<file path="src/rtl/serial_add_ctrl.sv">
// Bit-serial adder sequencer: one full-adder cell reused over WIDTH cycles, LSB first.
// Optional signed-overflow output enabled by defining SERIAL_ADD_OVF_EN.
module serial_add_ctrl #(
    parameter int unsigned WIDTH = 8
) (
    input  logic             clk,
    input  logic             rst,
    input  logic             start,
    input  logic [WIDTH-1:0] a,
    input  logic [WIDTH-1:0] b,
    input  logic             cin,
    output logic             busy,
    output logic             done,
    output logic [WIDTH-1:0] sum,
    output logic             cout
`ifdef SERIAL_ADD_OVF_EN
    ,
    output logic             ovf
`endif
);

    localparam int unsigned CNT_W = (WIDTH > 1) ? $clog2(WIDTH) : 1;
    localparam logic [CNT_W-1:0] LAST_BIT = CNT_W'(WIDTH - 1);

    typedef enum logic [1:0] {
        S_IDLE = 2'd0,
        S_RUN  = 2'd1,
        S_DONE = 2'd2
    } state_e;

    state_e             state_q, state_d;
    logic [WIDTH-1:0]   a_sr_q, a_sr_d;
    logic [WIDTH-1:0]   b_sr_q, b_sr_d;
    logic               carry_q, carry_d;
    logic [CNT_W-1:0]   cnt_q, cnt_d;
    logic [WIDTH-1:0]   sum_q, sum_d;
    logic               cout_q, cout_d;
    logic               busy_q, busy_d;
    logic               done_q, done_d;
`ifdef SERIAL_ADD_OVF_EN
    logic               ovf_q, ovf_d;
`endif

    logic bit_s_c;
    logic bit_c_c;
    logic load_c;

    // Single full-adder cell shared by every bit position.
    always_comb begin
        bit_s_c = a_sr_q[0] ^ b_sr_q[0] ^ carry_q;
        bit_c_c = (a_sr_q[0] & b_sr_q[0]) | (a_sr_q[0] & carry_q) | (b_sr_q[0] & carry_q);
        load_c  = start && (state_q != S_RUN);
    end

    always_comb begin
        state_d = state_q;
        a_sr_d  = a_sr_q;
        b_sr_d  = b_sr_q;
        carry_d = carry_q;
        cnt_d   = cnt_q;
        sum_d   = sum_q;
        cout_d  = cout_q;
        busy_d  = 1'b0;
        done_d  = 1'b0;
`ifdef SERIAL_ADD_OVF_EN
        ovf_d   = ovf_q;
`endif

        case (state_q)
            S_IDLE: begin
                state_d = S_IDLE;
            end
            S_RUN: begin
                busy_d  = 1'b1;
                carry_d = bit_c_c;
                sum_d   = {bit_s_c, sum_q[WIDTH-1:1]};
                a_sr_d  = a_sr_q >> 1;
                b_sr_d  = b_sr_q >> 1;
                cnt_d   = cnt_q + CNT_W'(1);
                if (cnt_q == LAST_BIT) begin
                    state_d = S_DONE;
                    busy_d  = 1'b0;
                    done_d  = 1'b1;
                    cnt_d   = '0;
                    cout_d  = bit_c_c;
`ifdef SERIAL_ADD_OVF_EN
                    // Carry into the MSB cell XOR carry out of it.
                    ovf_d   = carry_q ^ bit_c_c;
`endif
                end
            end
            S_DONE: begin
                state_d = S_IDLE;
            end
            default: begin
                state_d = S_IDLE;
            end
        endcase

        // Accepted start from IDLE or DONE; ignored while running.
        if (load_c) begin
            state_d = S_RUN;
            busy_d  = 1'b1;
            done_d  = 1'b0;
            a_sr_d  = a;
            b_sr_d  = b;
            carry_d = cin;
            cnt_d   = '0;
            sum_d   = '0;
            cout_d  = 1'b0;
`ifdef SERIAL_ADD_OVF_EN
            ovf_d   = 1'b0;
`endif
        end
    end

    always_ff @(posedge clk or posedge rst) begin
        if (rst) begin
            state_q <= S_IDLE;
            a_sr_q  <= '0;
            b_sr_q  <= '0;
            carry_q <= 1'b0;
            cnt_q   <= '0;
            sum_q   <= '0;
            cout_q  <= 1'b0;
            busy_q  <= 1'b0;
            done_q  <= 1'b0;
`ifdef SERIAL_ADD_OVF_EN
            ovf_q   <= 1'b0;
`endif
        end else begin
            state_q <= state_d;
            a_sr_q  <= a_sr_d;
            b_sr_q  <= b_sr_d;
            carry_q <= carry_d;
            cnt_q   <= cnt_d;
            sum_q   <= sum_d;
            cout_q  <= cout_d;
            busy_q  <= busy_d;
            done_q  <= done_d;
`ifdef SERIAL_ADD_OVF_EN
            ovf_q   <= ovf_d;
`endif
        end
    end

    assign busy = busy_q;
    assign done = done_q;
    assign sum  = sum_q;
    assign cout = cout_q;
`ifdef SERIAL_ADD_OVF_EN
    assign ovf  = ovf_q;
`endif

endmodule

</file>
<file path="config.mk">
export PLATFORM = sky130hd
export DESIGN_NAME = serial_add_ctrl
export DESIGN_NICKNAME = d
export VERILOG_FILES = /design/src/rtl/serial_add_ctrl.sv
export SDC_FILE = /design/constraint.sdc
export NUM_CORES = 1
export LEC_CHECK = 0
export CAP_MARGIN = 25
export CORE_AREA = 2 2 62 64
export CTS_CLUSTER_DIAMETER = 150
export DETAILED_ROUTE_END_ITERATION = 16
export DIE_AREA = 0 0 64 66
export GPL_ROUTABILITY_DRIVEN = 0
export GPL_TIMING_DRIVEN = 0
export PLACE_DENSITY = 0.71
export SKIP_CTS_REPAIR_TIMING = 1
export SLEW_MARGIN = 20
export SYNTH_ARGS = -nofsm -noshare
export SYNTH_HDL_FRONTEND = slang
export SYNTH_SLANG_ARGS = --single-unit
</file>
<file path="constraint.sdc">
create_clock -name clk -period 4 [get_ports clk]
set_clock_uncertainty 0.1 [all_clocks]
set_input_delay 0.6 -clock clk [delete_from_list [all_inputs] [get_ports clk]]
set_output_delay 0.6 -clock clk [all_outputs]
set_load 0.02 [all_outputs]
</file>
==> impl_results.md, run 1 <==
- Outcome: complete, no violations
- Clock latency on the worst-skew pair: 330 ps
- CP bufs+invs: 1
- Number of max-slew violations in the final report: 0
- Root Driver: clkbuf_4
- Utilization after layout: 0.535
- Die Y: 66 um
- Crit-path cells: clkdlybuf4s50_1
- Worst Path Required: 3300 ps
- H-Tree Level Count: 2
- Number of global-route vias before repair: 1,137
- CTS Buffer Depth: 2
- Tightest Pin Transition: 670 ps
- Avg WL per Cell: 12.5 um
- Iteration-0 DRC Markers: 44
- Post-Synthesis Net Count: 164
- # Max-Cap Violations: 0
- Mapped Area: 1500 um^2
- Tcrit/Tclk final: 0.511
- CTS sink cnt: 33
- Fin nets: 200
- Dpl hpwl: 2060 um
- Final setup viols: 0
- CP delay by family, top: buffers and inverters
- ANT nets after route: 0
- Peak supply drop: 0.000231 V
- Detailed-route wire length: 2820 um
- Final Hold Fails: 0
- ANT cells: 0
- First-pass iteration count of the detailed router: 4
- Asr flop ratio synth: 1.00
- Crit end category: output port
- Remaining DRCs: 0
- Min Tclk post-route: 2040 ps
- GR Overflow Total: 0
- FF/Latch Area: 826 um^2
- Die area: 4220 um^2
- Post-synth EDFFs: 0
- Dpl ws: 2330 ps
- Slowest CP cell: clkdlybuf4s50_1
- Ports: 31
- Vias: 1,091
- Initial antenna violation count: 0
- CTS tree: yes
- CTS clk-pin slew, worst paths: 90 ps
- RSZ-0062 raised after global routing: false
- First-pass GRT wire length: 4910 um
- Core Area: 3550 um^2
- Die width: 64 um
- Relative slew slack: 0.553
- Vias per cell: 4.85
- Main flop type after synthesis: dfrtp_1
- Gr usage total: 0.155
- Buffers added on ports: 29
- Crit Path Max Fanout: 3
- Synth top area cells: dfrtp_1, mux2i_1, o21ai_0, nand2_1, nand2b_1
- CP startpoint kind: flip-flop
- P_leak: 0.000898 uW
- Layout cells sized above 1: 0.0960
- Hold Path Class: flip-flop to flip-flop
- CP max stage delay: 620 ps
- FP Rows: 22
- Pin count of the biggest net entering global routing: 34
- Starting density of the core: 0.422
- Multi-input gate area: 594 um^2
- Power Density: 684 nW/um^2
- Most frequent cells in the layout: dfrtp_1, clkdlybuf4s50_1, nand2_1
- Cell taking the most area after synthesis: dfrtp_1
- Synthesis-to-layout area growth: 26.6%
- Slack of the critical path: 1960 ps
- Commonest non-fill, non-tap cell in the layout: dfrtp_1
- Worst Path Arrival: 1340 ps
- Min Hold Slack: 389 ps
- Synth Register Bits: 33
- Seq/Total Area, Yosys: 0.550
- Yosys warns: 0
- Syn_area_per_cell: 10.7 um^2
- Setup TNS: 0 ps
- CTS Buf Count: 5
- # fillers: 315
- Synth cell types: 23
- Fmax: 489 MHz
- Critical path type: flip-flop to output port
- Share of the synthesized area in the top cell type: 0.550
- Cells after Synth: 140
## path summary, 6_finish.rpt
kind,startpoint,depth (start not counted),endpoint,slack [ps]
max in group asynchronous,rst,2,a_sr_q[5],2790
setup reg to reg,cnt_q[0],4,cout,2580
hold / removal,a_sr_q[6],2,a_sr_q[5],390
min in group asynchronous,rst,2,sum[2],580
setup / recovery,sum[6],1,sum[6],1960
hold reg to reg,a_sr_q[6],2,a_sr_q[5],390
## final cells by class
class | instances | share of cell area
well taps | 48 | 0.0316
repair buffers | 29 | 0.153
flip-flops and latches | 33 | 0.435
multi-input cells | 93 | 0.313
clock buffers | 8 | 0.0257
inverters | 5 | 0.00988
plain buffers | 9 | 0.0323
## sequential cells by signal, summed over array words and instances, names as in the netlist
register,cells
a_sr_q,8
b_sr_q,8
busy,1
carry_q,1
cnt_q,3
cout,1
done,1
state_q,2
sum,8
## stage by stage
| stage | cell area, um^2 | total power (uW) | cells |
|---|---|---|---|
| 6_report | 1900 | 1300 | 225 |
| 5_1_grt | 1900 | 1410 | 225 |
| 4_1_cts | 1900 | 1320 | 225 |
| 3_5_place_dp | 1850 | 1140 | 217 |
| 3_3_place_gp | 1850 | 1120 | 217 |
| 2_1_floorplan | 1500 | 930 | 140 |
## routing by layer
layer,track usage,routed length [um]
met2,0.275,1390
met1,0.168,1260
met3,0.0307,93
met5,0,0
met4,0.0978,77
## Yosys cell counts (2+ instances only)
| cell | number |
|---|---|
| dfrtp_1 | 33 |
| nand2_1 | 24 |
| o21ai_0 | 22 |
| mux2i_1 | 17 |
| nand2b_1 | 10 |
| inv_1 | 5 |
| nor2_1 | 5 |
| buf_2 | 3 |
| ha_1 | 3 |
| and2_4 | 2 |
| buf_4 | 2 |
| buf_6 | 2 |
| o21ai_1 | 2 |
## logic make-up (layout without fill, tap and decap cells)
family                   after synthesis  count (layout)  share of synthesized area
AND/OR/NAND/NOR                       44              44                      0.143
adder cells (fa/ha/maj)                4               4                     0.0384
multiplexers                          17              17                      0.113
AO/OA/AOI/OAI                         28              28                      0.101
flip-flops                            33              33                      0.550
buffers and inverters                 14              51                     0.0534
## report_power, final
part,switching (uW),leakage (uW),internal (uW)
clock,105,0.0000265,70.0
combinational,320,0.000446,266
sequential,73.4,0.000425,466
total,499,0.000898,801
(Power assumes the default switching activity.)
==> run 2, diff against run 1 <==
- clock period: 4 -> 1.88 ns (I/O delays scaled with it)
==> results of run 2 <==
Same layout as run 1 (identical final DEF). Status: complete, no violations.
Among the figures that moved: setup slack after placement 2330 ps -> 473 ps; setup slack after layout 1960 ps -> 155 ps; hold slack 389 ps -> 244 ps; register-to-register setup slack 2580 ps -> 460 ps; end point of the worst hold path a_sr_q[5] -> a_sr_q[7]; total power 1300 uW -> 2770 uW; worst IR drop on VDD 0.000231 V -> 0.000491 V
==> run 3, diff against run 2 <==
- CTS_BUF_LIST: unset -> sky130_fd_sc_hd__clkbuf_8 sky130_fd_sc_hd__clkbuf_16
==> run 3 against run 2 <==
- die area is the same
- final area grew 1.6%
- critical endpoint unchanged
- clock-buffer cell count shrank 3
- clock power grew 30%
- cell count is the same
- routed wire length grew 0.50%
- utilization grew 0.88 points
- critical path depth is the same
==> impl_results.md, run 3 (synthesis results as in run 1) <==
- Outcome: complete, no violations
- Utilization after layout: 0.544 (+0.00881)
- CTS tree: yes
- Most frequent cells in the layout: dfrtp_1, clkdlybuf4s50_1, nand2_1
- GR Overflow Total: 0 (unchanged)
- Crit end category: output port
- RSZ-0062 raised after global routing: false
- Root Driver: clkbuf_8
- Worst Setup EP: sum[6]
- Peak supply drop: 0.000519 V
- Final Hold Fails: 0 (unchanged)
- CP delay by family, top: buffers and inverters
- Vias: 1,097 (+0.55%)
- Fin nets: 200 (unchanged)
- Ports: 31 (unchanged)
- Reg-to-Reg End: cout
- CP max stage delay: 620 ps (about the same)
- CTS Buf Count: 5 (unchanged)
- Slack of the critical path: 214 ps
- Final setup viols: 0 (unchanged)
- Number of max-slew violations in the final report: 0 (unchanged)
- WHS Path Cells: 3
- Critical R2R Launch: cnt_q[0]
- Avg WL per Cell: 12.6 um (+0.50%)
- Tcrit/Tclk final: 0.886
- CP startpoint kind: flip-flop
- Dpl hpwl: 2060 um (unchanged)
- Die width: 64 um (unchanged)
- Stages on worst setup path: 1 (unchanged)
- Power Density: 1490 nW/um^2
- Reg2reg path depth: 4 (unchanged)
- CTS Buffer Depth: 2 (unchanged)
- Internal power: 1800 uW
- Die Y: 66 um (unchanged)
- Min Tclk post-route: 1670 ps
- Relative slew slack: 0.553 (about the same)
- Iteration-0 DRC Markers: 59 (+34%)
- Reg power frac: 0.399 (-0.016)
- Tightest Pin Transition: 670 ps (+0.0859 ps)
- Crit Path Max Fanout: 3 (unchanged)
- CP bufs+invs: 1 (unchanged)
- Detailed-route wire length: 2840 um (+0.50%)
- Commonest non-fill, non-tap cell in the layout: dfrtp_1
- Worst Path Required: 1500 ps
- H-Tree Level Count: 2 (unchanged)
- Starting density of the core: 0.422 (unchanged)
- # Max-Cap Violations: 0 (unchanged)
- Clock latency on the worst-skew pair: 290 ps (-40 ps)
- Critical path type: flip-flop to output port
- Hold Path Class: primary input to flip-flop
- Fmax: 600 MHz
- Switch Pwr: 1080 uW
- Gr usage total: 0.156 (+0.00111)
- Synthesis-to-layout area growth: 28.7%
- Setup TNS: 0 ps (unchanged)
- ANT nets after route: 0 (unchanged)
- Number of global-route vias before repair: 1,141 (+0.35%)
- FP Rows: 22 (unchanged)
- Dpl ws: 473 ps
- Buffers added on ports: 29 (unchanged)
- CP startpoint: sum[6]
- Die area: 4220 um^2 (unchanged)
- Slowest CP cell: clkdlybuf4s50_1
- Initial antenna violation count: 0 (unchanged)
- Layout cells sized above 1: 0.0960 (unchanged)
- Vias per cell: 4.88 (+0.55%)
- Pin count of the biggest net entering global routing: 34 (unchanged)
- Crit-path cells: clkdlybuf4s50_1
- ANT cells: 0 (unchanged)
- Worst Path Arrival: 1280 ps (-60 ps)
- CTS clk-pin slew, worst paths: 60 ps (-30 ps)
- Remaining DRCs: 0 (unchanged)
- Core Area: 3550 um^2 (unchanged)
- P_leak: 0.000923 uW (+2.8%)
- Reg-to-reg slack, setup: 460 ps
- First-pass iteration count of the detailed router: 4 (unchanged)
- First-pass GRT wire length: 4910 um (+0.14%)
- CTS sink cnt: 33 (unchanged)
- Combinational Power Share: 0.432 (-0.019)
- Sw frac: 0.374
- Clock power frac: 0.168 (+0.033)
==> run 3: cell types whose count changed in the layout (fill, tap and decap cells not counted), sizes merged <==
cell    before  now
clkbuf      10    7
inv          5    8
==> run 3: final cells by class <==
class	instances	area (um^2)
tap	48	60.1
timing repair buffer	29	290
fill	315	1620
sequential	33	826
buffer	9	61.3
clock inverter	3	11.3
multi-input combinational	93	594
clock buffer	5	68.8
inverter	5	18.8
==> run 3: how the worst min path moves through the flow <==
stage / end / startpoint
after global placement: a_sr_q[1] / a_sr_q[2]
after floorplan: a_sr_q[0] / rst
after detailed placement: a_sr_q[3] / a_sr_q[4]
final: a_sr_q[7] / start
after CTS: a_sr_q[7] / start
after global routing: a_sr_q[7] / start
==> run 3: power by group through the flow <==
stage | clock (uW) | sequential [uW] | combinational, uW
finish | 485 | 1150 | 1250
global route | 540 | 1190 | 1400
CTS | 498 | 1150 | 1270
detailed placement | 0 | 1170 | 1260
global placement | 0 | 1150 | 1230
floorplan | 0 | 1250 | 732
==> run 3: worst reg2reg max path: cells and delay by family, from the launching register on <==
| family | cells | cell delay [ps] |
|---|---|---|
| simple gates | 1 | 150 |
| flops | 1 | 410 |
| compound gates | 1 | 210 |
| fa+ha+maj | 2 | 440 |
==> run 3: per-layer routing <==
layer,up-vias,GRT usage,part of all wire
met5,-,0,0
met4,0,0.106,0.030
met3,8,0.0307,0.034
met2,24,0.276,0.49
met1,532,0.167,0.44
li1,533,-,-
==> run 3: through the flow <==
step	total power (uW)	hold WS, ps	cell area [um^2]	std cells
after detailed placement	2420	374	1850	217
after global routing	3130	296	1930	225
after CTS	2920	283	1930	225
after global placement	2370	359	1850	217
final	2880	294	1930	225
after floorplan	1980	311	1500	140
